[config.mk]
export PLATFORM = sky130hd
export DESIGN_NAME = cbus_arbiter
export DESIGN_NICKNAME = d
export VERILOG_FILES = /design/src/rtl/cbus_arbiter.sv
export SDC_FILE = /design/constraint.sdc
export NUM_CORES = 1
export LEC_CHECK = 0
export BUFFER_PORTS_ARGS = -buffer_cell sky130_fd_sc_hd__buf_2
export CORE_AREA = 5 5 209 211
export DETAILED_ROUTE_END_ITERATION = 12
export DIE_AREA = 0 0 214 216
export PLACE_DENSITY = 0.42
export SYNTH_ARGS = -nofsm -noshare
export SYNTH_HDL_FRONTEND = slang
export SYNTH_SLANG_ARGS = --single-unit
[constraint.sdc]
create_clock -name clk -period 1.36 [get_ports clk]
set_input_delay 0.068 -clock clk [delete_from_list [all_inputs] [get_ports clk]]
set_output_delay 0.068 -clock clk [all_outputs]
set_load 0.005 [all_outputs]
[src/rtl/cbus_arbiter.sv]
// rtl/cbus_arbiter.sv - round-robin arbiter funnelling N cache-bus burst requesters onto one memory bus
//
// Ports:
//   clk           system clock, all state updates on the rising edge
//   resetn        asynchronous active-low reset
//   ireqs[i]      burst request from requester i (0 = icache, 1 = dcache)
//   iresps[i]     response routed back to requester i (zero unless it is the grantee)
//   oreq          request forwarded to the memory-side bus (zero while idle)
//   oresp         response from the memory-side bus
//   busy          a granted burst is in flight
//   grant_idx     current or most recent grantee
//   protocol_err  sticky: a burst's response beat count disagreed with its len

package cbus_pkg;
    // len encodes beats minus one
    localparam logic [7:0] MLEN1  = 8'd0;
    localparam logic [7:0] MLEN4  = 8'd3;
    localparam logic [7:0] MLEN8  = 8'd7;
    localparam logic [7:0] MLEN16 = 8'd15;

    typedef struct packed {
        logic        valid;
        logic        write;
        logic [31:0] addr;
        logic [7:0]  len;
        logic [63:0] data;
        logic [7:0]  strobe;
    } cbus_req_t;

    typedef struct packed {
        logic        ready;
        logic        last;
        logic [63:0] data;
    } cbus_resp_t;
endpackage

module cbus_arbiter
    import cbus_pkg::*;
#(
    parameter  int NUM_INPUTS = 2,
    localparam int IDX_W      = $clog2(NUM_INPUTS)
) (
    input  logic             clk,
    input  logic             resetn,
    input  cbus_req_t        ireqs  [NUM_INPUTS],
    output cbus_resp_t       iresps [NUM_INPUTS],
    output cbus_req_t        oreq,
    input  cbus_resp_t       oresp,
    output logic             busy,
    output logic [IDX_W-1:0] grant_idx,
    output logic             protocol_err
);

    typedef enum logic {S_IDLE, S_BUSY} state_t;

    state_t           r_state;
    state_t           w_state_nxt;
    logic [IDX_W-1:0] r_grant;
    logic [IDX_W-1:0] r_last_grant;
    logic [7:0]       r_beat_cnt;
    logic [7:0]       r_len;
    logic             r_perr;

    logic             w_any_valid;
    logic [IDX_W-1:0] w_pick;
    logic [IDX_W-1:0] w_cand;
    logic             w_start;
    logic             w_beat;
    logic             w_done;

    // Round-robin search: walk from the farthest candidate back to
    // last_grant+1 so the nearest valid requester is the final assignment.
    always_comb begin
        w_any_valid = 1'b0;
        w_pick      = '0;
        w_cand      = '0;
        for (int k = NUM_INPUTS; k >= 1; k--) begin
            w_cand = IDX_W'((int'(r_last_grant) + k) % NUM_INPUTS);
            if (ireqs[w_cand].valid) begin
                w_any_valid = 1'b1;
                w_pick      = w_cand;
            end
        end
    end

    assign w_start = (r_state == S_IDLE) && w_any_valid;
    assign w_beat  = (r_state == S_BUSY) && oresp.ready;
    assign w_done  = w_beat && oresp.last;

    always_ff @(posedge clk or negedge resetn) begin
        if (!resetn) begin
            r_state <= S_IDLE;
        end else begin
            r_state <= w_state_nxt;
        end
    end

    // Completion goes straight to IDLE without granting, which guarantees
    // at least one idle cycle between bursts.
    always_comb begin
        w_state_nxt = r_state;
        case (r_state)
            S_IDLE:  if (w_any_valid) w_state_nxt = S_BUSY;
            S_BUSY:  if (w_done)      w_state_nxt = S_IDLE;
            default: w_state_nxt = S_IDLE;
        endcase
    end

    always_ff @(posedge clk or negedge resetn) begin
        if (!resetn) begin
            r_grant      <= '0;
            r_last_grant <= IDX_W'(NUM_INPUTS - 1);
            r_beat_cnt   <= 8'd0;
            r_len        <= 8'd0;
            r_perr       <= 1'b0;
        end else begin
            if (w_start) begin
                r_grant    <= w_pick;
                r_len      <= ireqs[w_pick].len;
                r_beat_cnt <= 8'd0;
            end
            if (w_beat) begin
                r_beat_cnt <= r_beat_cnt + 8'd1;
                if (oresp.last) begin
                    r_last_grant <= r_grant;
                    if (r_beat_cnt != r_len) begin
                        r_perr <= 1'b1;
                    end
                end else if (r_beat_cnt == r_len) begin
                    // beat beyond the declared length; keep waiting for last
                    r_perr <= 1'b1;
                end
            end
        end
    end

    always_comb begin
        oreq = '0;
        if (r_state == S_BUSY) begin
            oreq = ireqs[r_grant];
        end
    end

    always_comb begin
        for (int i = 0; i < NUM_INPUTS; i++) begin
            iresps[i] = '0;
            if ((r_state == S_BUSY) && (r_grant == IDX_W'(i))) begin
                iresps[i] = oresp;
            end
        end
    end

    assign busy         = (r_state == S_BUSY);
    assign grant_idx    = r_grant;
    assign protocol_err = r_perr;

endmodule

==> results.txt, run 1 <==
The flow ran to the end, but the final reports show violations. The checks that failed: setup timing. The number of standard cells in the final layout excluding fillers is 1651.

Of the total power, the share spent switching nets is 39.3%. From bottom edge to top edge, the die measures 216 um. Setup repair after global routing could not meet its margin everywhere. The worst slack on hold paths is 118 ps. Static timing analysis puts the maximum clock frequency at 0.574 GHz. The post-synth net total came out at 802.

The part of the total power dissipated in combinational logic came out at 83.7%. The latest clock arrival within the worst-skew pair is 250 ps. The count of maximum capacitance violations came out at 0. Counting buffers and inverters, the worst setup path is 6 cells deep. TritonCTS built the clock tree.

The final layout contains 1400 nets. The clock sink total came out at 20. After layout, the minimum clock period comes to 1740 ps. The iteration count of the initial detailed-routing pass is 4. The number of global-route vias before repair was 6173.

The count of routing violations after the opening detailed-route iteration came out at 322. The number of placed instances, taps included is 1595. Data on the critical path arrives at its endpoint at 1670 ps.

The fraction of post-synthesis cell area in the top cell type by area is 31.5%. By startpoint and endpoint, the worst setup path is classified as reg2out. In this run the number of H-tree levels came out at 1. The initial cell density of the core is 9.32%. The critical path starts at grant_idx$_DFFE_PN0P_. The cell with the largest stage delay on the worst path is sky130_fd_sc_hd__dfrtp_4. The final worst-path setup slack came out at -383 ps.

The signal on the critical path passes through buf_12 -> nor2b_4 -> buf_12 -> clkbuf_16 -> and2_1 -> buf_2. The destination of the worst register-to-register timing path is r_beat_cnt[7]$_DFFE_PN0P_. Compared with the post-synthesis result, the final layout area differs by 142%. The minimum setup slack among reg-to-reg paths is -140 ps. The power share of the clock group is 6.8%. The synthesis warning total came out at 0. The count of cells along the worst register-to-register path is 6. The total number of placement rows came out at 75. Entering global routing, the biggest net connects 75 pins. The number of buffers between clock root and the deepest sink is 2.

Measured against its own limit, the worst slew margin works out to 68.1%. Summing all placed instances gives a cell area of 7620 um^2. In the layout the commonest cells are sky130_fd_sc_hd__buf_2 (492), sky130_fd_sc_hd__nor2b_1 (108), sky130_fd_sc_hd__mux2i_1 (98). The number of setup violations in the final report is 265. The total routing usage reported by global routing is 11.4%.

The kind of cell with the highest combined delay along the critical path is buffers and inverters. sky130_fd_sc_hd__mux2i_1 takes more of the synthesized area than any other cell. Summed over all layers, the global routing overflow is 0. The residual DRC count is 0. The number of nets with antenna violations after routing is 0. The synthesized design contains 20 register bits.

The area of all placed cells without fillers is 9370 um^2. The synthesized area per cell is 7.68 um^2. The final weighted congestion in routability-driven placement came out at 0.878. The synthesized netlist occupies a cell area of 3880 um^2. The share of the core filled with cells in the final layout is 22.5%.

The worst setup path is launched from a flip-flop. After detailed routing, the average wire length per cell comes to 19.9 um. The total number of vias is 6307.

The internal power contribution is 5.52 mW. The library cell used most frequently in the layout, excluding fill and tap cells, is sky130_fd_sc_hd__buf_2. The number of distinct library cell variants in the gate-level netlist after synthesis came out at 28. In this run, flip-flops and latches consume 9.5% of the power. Summed over all nets, the half-perimeter wirelength after detailed placement is 25400 um. Summed over all layers, the routed wires come to 32900 um.

The ratio of final minimum period to clock period came out at 128%. The CTS buffer count came out at 3. In this run the worst hold path is classified as in2reg. The sum of buffers and inverters on the critical path came out at 4. The final hold violation count was 0.

The count of fill cells added during filler insertion is 4572. The number of ports placed on the die boundary came out at 545. The critical path ends at iresps[107]. The static leakage power is 5.10 nW. The number of instances in the synthesized netlist is 505.

The worst register-to-register path begins at busy$_DFF_PN0_. The power density over the cells came out at 971 nW/um^2. The stage delay of the slowest cell on the critical path is 510 ps.

The number of antenna violations at the first check in global routing came to 15. Along the worst path, the maximum fanout reaches 9. The global-route wire length before repair came out at 40900 um. The maximum resistive drop on vdd is 0.000426 V.

After floorplanning, the core was sized to cover 41600 um^2. The number of buffers added on ports is 544. The post-route netlist has 68.9% of its cells at a drive strength greater than 1.

The cell occurring most often along the worst timing path is sky130_fd_sc_hd__buf_12. The chip width is 214 um. The overall die area came out at 46200 um^2. The sequential fraction of the synthesis area is 12.9%.

The worst clock skew on the final layout is 2.20 ps. The max-slew violation total from the final report is 0. The required time of the worst setup path came out at 1290 ps. Sorting the synthesized cells by area gives the leading types as sky130_fd_sc_hd__mux2i_1 (32%), sky130_fd_sc_hd__nor2b_1 (19%), sky130_fd_sc_hd__dfrtp_1 (12%). In this run the clock root is driven by a sky130_fd_sc_hd__clkbuf_16.

After detailed routing, the number of vias per cell comes to 3.82. At the pin with the least slew margin, the transition time is 479 ps. The worst setup path is captured at a primary output. Clock-pin slew was measured on the worst setup and hold paths at 60 ps. The analysis attributes to net switching a power of 3.58 mW.
-- state kept, by name, indices dropped and copies added, names as in the netlist --
name          cells
r_last_grant      1
protocol_err      1
r_len             8
busy              1
r_beat_cnt        8
grant_idx         1
-- power by group through the flow --
| stage | logic (mW) | clock network [mW] | registers [mW] |
|---|---|---|---|
| floorplan | 2.61 | 0 | 0.841 |
| global placement | 5.41 | 0 | 0.882 |
| detailed placement | 5.40 | 0 | 0.889 |
| CTS | 5.82 | 0.635 | 0.838 |
| global route | 8.11 | 0.663 | 0.883 |
| finish | 7.61 | 0.621 | 0.865 |
-- worst min-delay path by stage --
stage,endpoint,slack (ps),cells after the start,start
2_1_floorplan,busy$_DFF_PN0_,-230,0,resetn
3_3_place_gp,protocol_err$_DFFE_PN0P_,60,1,resetn
3_5_place_dp,protocol_err$_DFFE_PN0P_,60,1,resetn
4_1_cts,busy$_DFF_PN0_,120,2,ireqs[113]
5_1_grt,r_len[7]$_DFFE_PN0P_,140,3,ireqs[193]
6_report,r_len[1]$_DFFE_PN0P_,120,3,ireqs[73]
-- metrics by stage --
step / TNS, ps / setup WS (ps) / power, mW
after floorplan: 0 / 45.3 / 3.45
after global placement: -8500 / -257 / 6.29
after detailed placement: -11440 / -268 / 6.29
after CTS: -66680 / -383 / 7.30
after global routing: -83090 / -423 / 9.66
final: -70690 / -383 / 9.10
-- worst register-to-register path: cells and delay by family, from the launching register on --
family / cells / cell delay, ps
compound gates: 3 / 400
buf+inv: 3 / 480
flops: 1 / 490
-- Yosys cell counts, drive strengths merged --
library cell / number
a311o: 1
nor4: 2
dfstp: 1
a21oi: 4
buf: 15
nand4: 2
o21ai: 13
clkbuf: 35
o21bai: 1
a21boi: 1
inv: 1
dfrtp: 19
mux2i: 122
mux2: 1
nor2b: 115
o31ai: 2
nor2: 3
ha: 1
o211ai: 2
and2: 66
o31a: 1
nand3: 6
and3: 67
xor2: 9
nand2: 15
-- what timing repair did --
item,in CTS,in global routing
gates cloned,1,24
resized for setup,40,200
buffers inserted,5,15
hold buffers,1,0
pin swaps,5,45
endpoints found under the hold margin,19,0
setup endpoints to repair,250,264
-- cells by family after synthesis --
kind of cell               Yosys count  share of synthesized area, %
DFF                                 20                          12.9
AOI/OAI and AO/OA                   25                          3.84
muxes                              123                          31.8
and+or+nand+nor                    276                          43.5
buffers and inverters               51                          5.52
xor gates and xnor gates             9                          2.03
adders and majority gates            1                         0.323
-- cell type report --
cell class,count,area (um^2),share of cell area (%)
Tap cell,539,674,7.20
Clock buffer,4,78.8,0.841
Antenna cell,10,25.0,0.267
Timing Repair Buffer,643,4450,47.5
Multi-Input combinational cell,434,3630,38.7
Sequential cell,20,509,5.44
Inverter,1,3.75,0.0401
-- per-layer routing --
metal	GRT usage, %	vias up	part of all wire [%]	wire, um
met2	20.5	433	50	16500
met5	0	-	0.082	27
met1	13.6	2886	38	12500
li1	-	2926	-	-
met4	3.71	4	3.6	1190
met3	2.41	58	8.1	2670
Note: power is estimated with default switching activity, not from simulation.
==> run 2: changes to the inputs <==
--- a/config.mk
+++ b/config.mk
@@ -10,6 +10,7 @@
 export DETAILED_ROUTE_END_ITERATION = 12
 export DIE_AREA = 0 0 214 216
 export PLACE_DENSITY = 0.42
+export SKIP_CTS_REPAIR_TIMING = 1
 export SYNTH_ARGS = -nofsm -noshare
 export SYNTH_HDL_FRONTEND = slang
 export SYNTH_SLANG_ARGS = --single-unit
==> results.txt, run 2 (synthesis results as in run 1) <==
The post-route met1 wirelength was 12200 um (-2.4%). The worst setup path is launched from a flip-flop. In this run the clock root is driven by a sky130_fd_sc_hd__clkbuf_16. The setup path with the least slack is of type reg2out. The total routing usage reported by global routing came out at 11.2% (-0.20 points).

The highest net fanout along the worst path came out at 7 (-2). The average vias per placed instance came out at 3.72 (-2.7%). The flow ran to the end, but the final reports show violations. The final worst-path setup slack came out at -398 ps (-15.0 ps).

The sum of net half-perimeters after detailed placement is 25400 um (unchanged). The power density over the cells was 965 nW/um^2 (-0.66%). The met2 layer wire length in the routed design is 16000 um (-3.1%). The CTS buffer count came out at 3 (unchanged).

The max-slew violation total from the final report came out at 0 (unchanged). The final hold violation count came out at 0 (unchanged). The area of the multi-input gates came to 3550 um^2 (-2.0%).

The count of fill cells added during filler insertion is 4600 (+0.61%). The routed length on met3 came out at 2290 um (-14%). The minimum setup slack after placement came out at -268 ps (unchanged). The global-route wire length before repair came out at 40300 um (-1.4%). The slew at the pin with the worst max-slew slack is 467 ps (-11.5 ps). The number of global-route vias before repair is 6120 (-0.86%).

The cell with the largest stage delay on the worst path is sky130_fd_sc_hd__dfrtp_4. The arrival time of data at the critical path endpoint came out at 1690 ps (+20 ps). The core footprint was 41600 um^2 (unchanged). The worst clock skew on the final layout is 1.92 ps (-0.280 ps).

The routed length per instance was 19.3 um (-3.3%). The signal on the critical path passes through buf_12 -> nor2b_4 -> clkbuf_16 -> buf_6 -> and2_1 -> buf_2. The initial cell density of the core is 9.32% (unchanged).

The total number of vias is 6082 (-3.6%). The number of nets with antenna violations after routing came out at 0 (unchanged). The final reports fail on setup timing. The number of buffers added on ports is 544 (unchanged). The stage delay of the slowest cell on the critical path came to 520 ps (about the same). The number of antenna violations at the first check in global routing came out at 15 (unchanged). The clock sink total came out at 20 (unchanged). The count of maximum capacitance violations came to 0 (unchanged). Relative to the synthesized area, the layout overhead comes to 132%. The number of ports placed on the die boundary came out at 545 (unchanged). The flip-flop and latch area came out at 509 um^2 (unchanged).

The CTS clock-pin slew for the worst setup and hold paths came to 60 ps (about the same). The normalized max-slew margin was 68.8% (+0.77 points). The maximum clock rate is 0.569 GHz (-0.85%). The count of routing violations after the opening detailed-route iteration is 236 (-27%). The share of final-layout standard cells stronger than drive strength 1 is 66.7% (-2.2 points). In the layout the commonest cells are sky130_fd_sc_hd__buf_2 (490), sky130_fd_sc_hd__nor2b_1 (108), sky130_fd_sc_hd__mux2i_1 (97). The final weighted congestion in routability-driven placement is 0.878 (unchanged). The worst hold path belongs to the class in2reg. The iteration count of the initial detailed-routing pass came to 4 (unchanged). The maximum resistive drop on vdd came to 0.000409 V (-4.2%).

The total number of placement rows came to 75 (unchanged). The number of setup violations in the final report came out at 252 (-4.9%). The overall die area came to 46200 um^2 (unchanged).

The largest registers in the layout are r_beat_cnt: 8 flops, r_len: 8 flops. STA classifies the critical path endpoint as a primary output. The total overflow reported by the global router came out at 0 (unchanged).

Setup repair after global routing could not meet its margin everywhere. The residual DRC count came out at 0 (unchanged). The detailed-route wire length is 31500 um (-4.1%). The required time of the worst setup path was 1290 ps (about the same). The latest clock arrival within the worst-skew pair was 250 ps (about the same). The static leakage power is 4.87 nW (-4.6%). The number of buffers between clock root and the deepest sink is 2 (unchanged). The highest metal layer carrying signal wires in the routed design is met5.

The die height was 216 um (unchanged). The number of nets at the end of the flow is 1384 (-1.1%). TritonCTS built the clock tree. The largest net degree at the start of global routing was 75 (unchanged). The ratio of final minimum period to clock period came to 129% (+1.1 points). The deepest level of the CTS H-tree is 1 (unchanged). The library cell used most frequently in the layout, excluding fill and tap cells, is sky130_fd_sc_hd__buf_2. The shortest clock period the worst path allows after layout came out at 1760 ps (+15.0 ps). The share of the core filled with cells in the final layout came out at 21.6% (-0.91 points). The chip width came out at 214 um (unchanged).
run 2: cell types whose count changed in the layout (fill, tap and decap cells not counted), moves of 8 or more:
cell                      previous run  this run
sky130_fd_sc_hd__and2_1             16        29
sky130_fd_sc_hd__and2_4             50        37
sky130_fd_sc_hd__and3_1             60        47
sky130_fd_sc_hd__and3_4              6        19
sky130_fd_sc_hd__o21ai_0             0        13
sky130_fd_sc_hd__nand2_1             6        15
sky130_fd_sc_hd__buf_8              10         2
sky130_fd_sc_hd__o21ai_1             8         0
run 2: critical path: cells and delay by family (launching register included):
family / cells / cell delay, ps
simple gates: 2 / 310
buf+inv: 4 / 590
flops: 1 / 520
run 2: cell type report:
class                      count  area share [%]
antenna                       12           0.334
clock buffer                   4           0.877
inverter                       1          0.0418
multi-input combinational    434            39.5
sequential                    20            5.67
tap                          539            7.50
timing repair buffer         627            46.0
run 2: worst paths after layout:
kind                                            from                        to  slack [ps]  cells after the start
setup / recovery               grant_idx$_DFFE_PN0P_                iresps[99]        -400                      6
hold / removal                            ireqs[113]            busy$_DFF_PN0_         110                      2
setup reg to reg           r_beat_cnt[1]$_DFFE_PN0P_  protocol_err$_DFFE_PN0P_         -40                      4
hold reg to reg                 r_len[7]$_DFFE_PN0P_      r_len[7]$_DFFE_PN0P_         510                      2
max in group asynchronous                     resetn     grant_idx$_DFFE_PN0P_         700                      2
min in group asynchronous                     resetn      r_len[0]$_DFFE_PN0P_         300                      2
run 2: layer usage:
layer / track usage (%) / vias to the layer above
li1: - / 2891
met1: 13.4 / 2740
met2: 20.1 / 400
met3: 2.41 / 47
met4: 3.50 / 4
met5: 0 / -
run 2: power by group:
group          switching, mW  leakage, nW  internal, mW
Combinational           3.10         4.58          4.10
Sequential             0.112        0.247         0.739
Clock                  0.219       0.0382         0.399
Total                   3.43         4.87          5.24
run 2: through the flow:
step           cell area [um^2]  power, mW  hold slack, ps  instances  setup TNS, ps
2_1_floorplan              3880       3.45            -228        505              0
3_3_place_gp               7620       6.29            56.7       1595          -8500
3_5_place_dp               7620       6.29            55.8       1595         -11440
4_1_cts                    7700       6.94            -215       1599         -76900
5_1_grt                    8980       9.24             120       1633         -86410
6_report                   8990       8.67             110       1637         -71800
==> run 3: changes to the inputs <==
--- a/config.mk
+++ b/config.mk
@@ -10,6 +10,7 @@
 export DETAILED_ROUTE_END_ITERATION = 12
 export DIE_AREA = 0 0 214 216
 export PLACE_DENSITY = 0.42
+export SETUP_SLACK_MARGIN = 0.1
 export SKIP_CTS_REPAIR_TIMING = 1
 export SYNTH_ARGS = -nofsm -noshare
 export SYNTH_HDL_FRONTEND = slang
==> results.txt, run 3 (synthesis results as in run 1) <==
The run finished, with violations left. The checks that failed: setup timing. The number of buffers added on ports is 544 (unchanged). The total routing usage reported by global routing is 11.2% (unchanged). The maximum resistive drop on vdd came out at 0.000406 V (-0.68%).

The worst clock skew on the final layout is 1.29 ps (-0.631 ps). The endpoint identified for the worst register-to-register timing path is r_beat_cnt[2]$_DFFE_PN0P_. The highest net fanout along the worst path is 30 (+23). The internal power contribution came out at 4.54 mW (-13%). Setup repair after global routing could not meet its margin everywhere.

The residual DRC count is 0 (unchanged). The final weighted congestion in routability-driven placement came out at 0.878 (unchanged). The library cell used most frequently in the layout, excluding fill and tap cells, is sky130_fd_sc_hd__buf_2. The arrival time of data at the critical path endpoint is 1690 ps (about the same). In this run the worst setup path terminates at iresps[84]. The chip width is 214 um (unchanged). The sequential power share came to 11.0% (+1.2 points). The number of global-route vias before repair came out at 6120 (unchanged).

The static leakage power was 4.65 nW (-4.5%). The minimum setup slack among reg-to-reg paths came out at -50 ps (about the same). The net load switching power was 3.13 mW (-8.8%). The power density over the cells is 924 nW/um^2 (-4.2%). The number of nets with antenna violations after routing came out at 0 (unchanged).

The fraction of power spent switching nets is 40.8% (+1.2 points). The largest net degree at the start of global routing came out at 75 (unchanged). The required time of the worst setup path came out at 1290 ps (about the same).

The iteration count of the initial detailed-routing pass came out at 4 (unchanged). The number of nets at the end of the flow came out at 1374 (-0.72%). The part of the total power dissipated in combinational logic came out at 80.9% (-2.1 points). The count of cells along the worst register-to-register path is 5 (+1). The number of antenna violations at the first check in global routing came out at 15 (unchanged). The count of routing violations after the opening detailed-route iteration was 213 (-9.7%). In the final layout, the registers with the most flip-flops are r_beat_cnt: 8 flops, r_len: 8 flops. The total overflow reported by the global router came to 0 (unchanged).

The final worst-path setup slack is -394 ps (+4.01 ps). The share of final-layout standard cells stronger than drive strength 1 came out at 61.4% (-5.2 points). STA classifies the critical path endpoint as a primary output. The sum of net half-perimeters after detailed placement was 25400 um (unchanged).

The area added between synthesis and finish came out at 114%. The worst setup path category is reg2out. The power share of the clock group was 8.1% (+1.0 points). The class of the tightest hold or removal check is in2reg. The count of maximum capacitance violations came to 0 (unchanged). The clock sink total came out at 20 (unchanged). The latest clock arrival within the worst-skew pair is 250 ps (about the same).

The critical path launch point type is a flip-flop. The CTS tree is yes. The CTS buffer count came out at 3 (unchanged). The deepest level of the CTS H-tree is 1 (unchanged).

The clock root buffer is sky130_fd_sc_hd__clkbuf_16. The detailed-route wire length is 29400 um (-6.6%). The overall die area is 46200 um^2 (unchanged).

The aggregate negative setup slack is -70200 ps (+1600 ps). The CTS clock-pin slew for the worst setup and hold paths came out at 60 ps (about the same). The normalized max-slew margin was 68.8% (-0.071 points). The total number of placement rows is 75 (unchanged). The initial cell density of the core is 9.32% (unchanged). The number of buffers between clock root and the deepest sink came out at 2 (unchanged). The global-route wire length before repair is 40300 um (unchanged).

Leaving out fill and tap cells, the most frequent cells in the layout are sky130_fd_sc_hd__buf_2 (537), sky130_fd_sc_hd__nor2b_1 (109), sky130_fd_sc_hd__mux2i_1 (102). The worst register-to-register path begins at busy$_DFF_PN0_. The ratio of final minimum period to clock period came to 129% (-0.29 points).

The total number of vias came out at 5943 (-2.3%). The final hold violation count was 0 (unchanged). The shortest clock period the worst path allows after layout came out at 1750 ps (-4.01 ps). The number of setup violations in the final report is 251 (-0.40%). The minimum setup slack after placement is -268 ps (unchanged).

The critical path starts at grant_idx$_DFFE_PN0P_. The max-slew violation total from the final report is 0 (unchanged). The die height is 216 um (unchanged). The average vias per placed instance was 3.66 (-1.6%).

The number of ports placed on the die boundary came out at 545 (unchanged). The slew at the pin with the worst max-slew slack came out at 468 ps (+1.07 ps). The core footprint came out at 41600 um^2 (unchanged). The maximum clock rate is 0.570 GHz (+0.23%).

The routed length per instance is 18.1 um (-5.9%).
run 3: area by class of cell:
class	instances	area, um^2
tap	539	674
antenna	10	25.0
sequential	20	509
timing repair buffer	617	3640
clock buffer	4	78.8
fill	4695	33300
inverter	1	3.75
multi-input combinational	434	3360
run 3: worst min-delay path by stage:
stage	start	endpoint	slack [ps]	cells past startpoint
final	ireqs[113]	busy$_DFF_PN0_	110	2
after global routing	ireqs[113]	busy$_DFF_PN0_	120	2
after CTS	resetn	r_len[0]$_DFFE_PN0P_	-210	1
after detailed placement	resetn	protocol_err$_DFFE_PN0P_	60	1
after global placement	resetn	protocol_err$_DFFE_PN0P_	60	1
after floorplan	resetn	busy$_DFF_PN0_	-230	0
run 3: per-layer routing:
layer	up-vias	GRT usage, %	routed length [um]
met2	401	20.1	14500
met3	42	2.41	2350
met4	4	3.50	1070
met5	-	0	27
met1	2623	13.4	11500
li1	2873	-	-
run 3: critical path, stage by stage, from the launching register on:
cell and delay [ps]:
sky130_fd_sc_hd__dfrtp_4 500, sky130_fd_sc_hd__buf_6 150, sky130_fd_sc_hd__buf_12 140, sky130_fd_sc_hd__nor2b_4 170, sky130_fd_sc_hd__buf_12 170, sky130_fd_sc_hd__and2_1 160
sky130_fd_sc_hd__buf_2 120
run 3: per-stage QoR:
stage | power, mW | area, um^2 | utilization (%) | hold slack [ps] | std cells
3_3_place_gp | 6.29 | 7620 | 18.3 | 56.7 | 1595
6_report | 7.66 | 8290 | 20.0 | 109 | 1625
3_5_place_dp | 6.29 | 7620 | 18.3 | 55.8 | 1595
5_1_grt | 8.27 | 8290 | 19.9 | 120 | 1622
4_1_cts | 6.94 | 7700 | 18.5 | -215 | 1599
2_1_floorplan | 3.45 | 3880 | - | -228 | 505
run 3: power by group through the flow:
stage	registers (mW)	logic, mW	clock network (mW)
2_1_floorplan	0.841	2.61	0
3_3_place_gp	0.882	5.41	0
3_5_place_dp	0.889	5.40	0
4_1_cts	0.880	5.42	0.635
5_1_grt	0.863	6.74	0.663
6_report	0.842	6.20	0.620
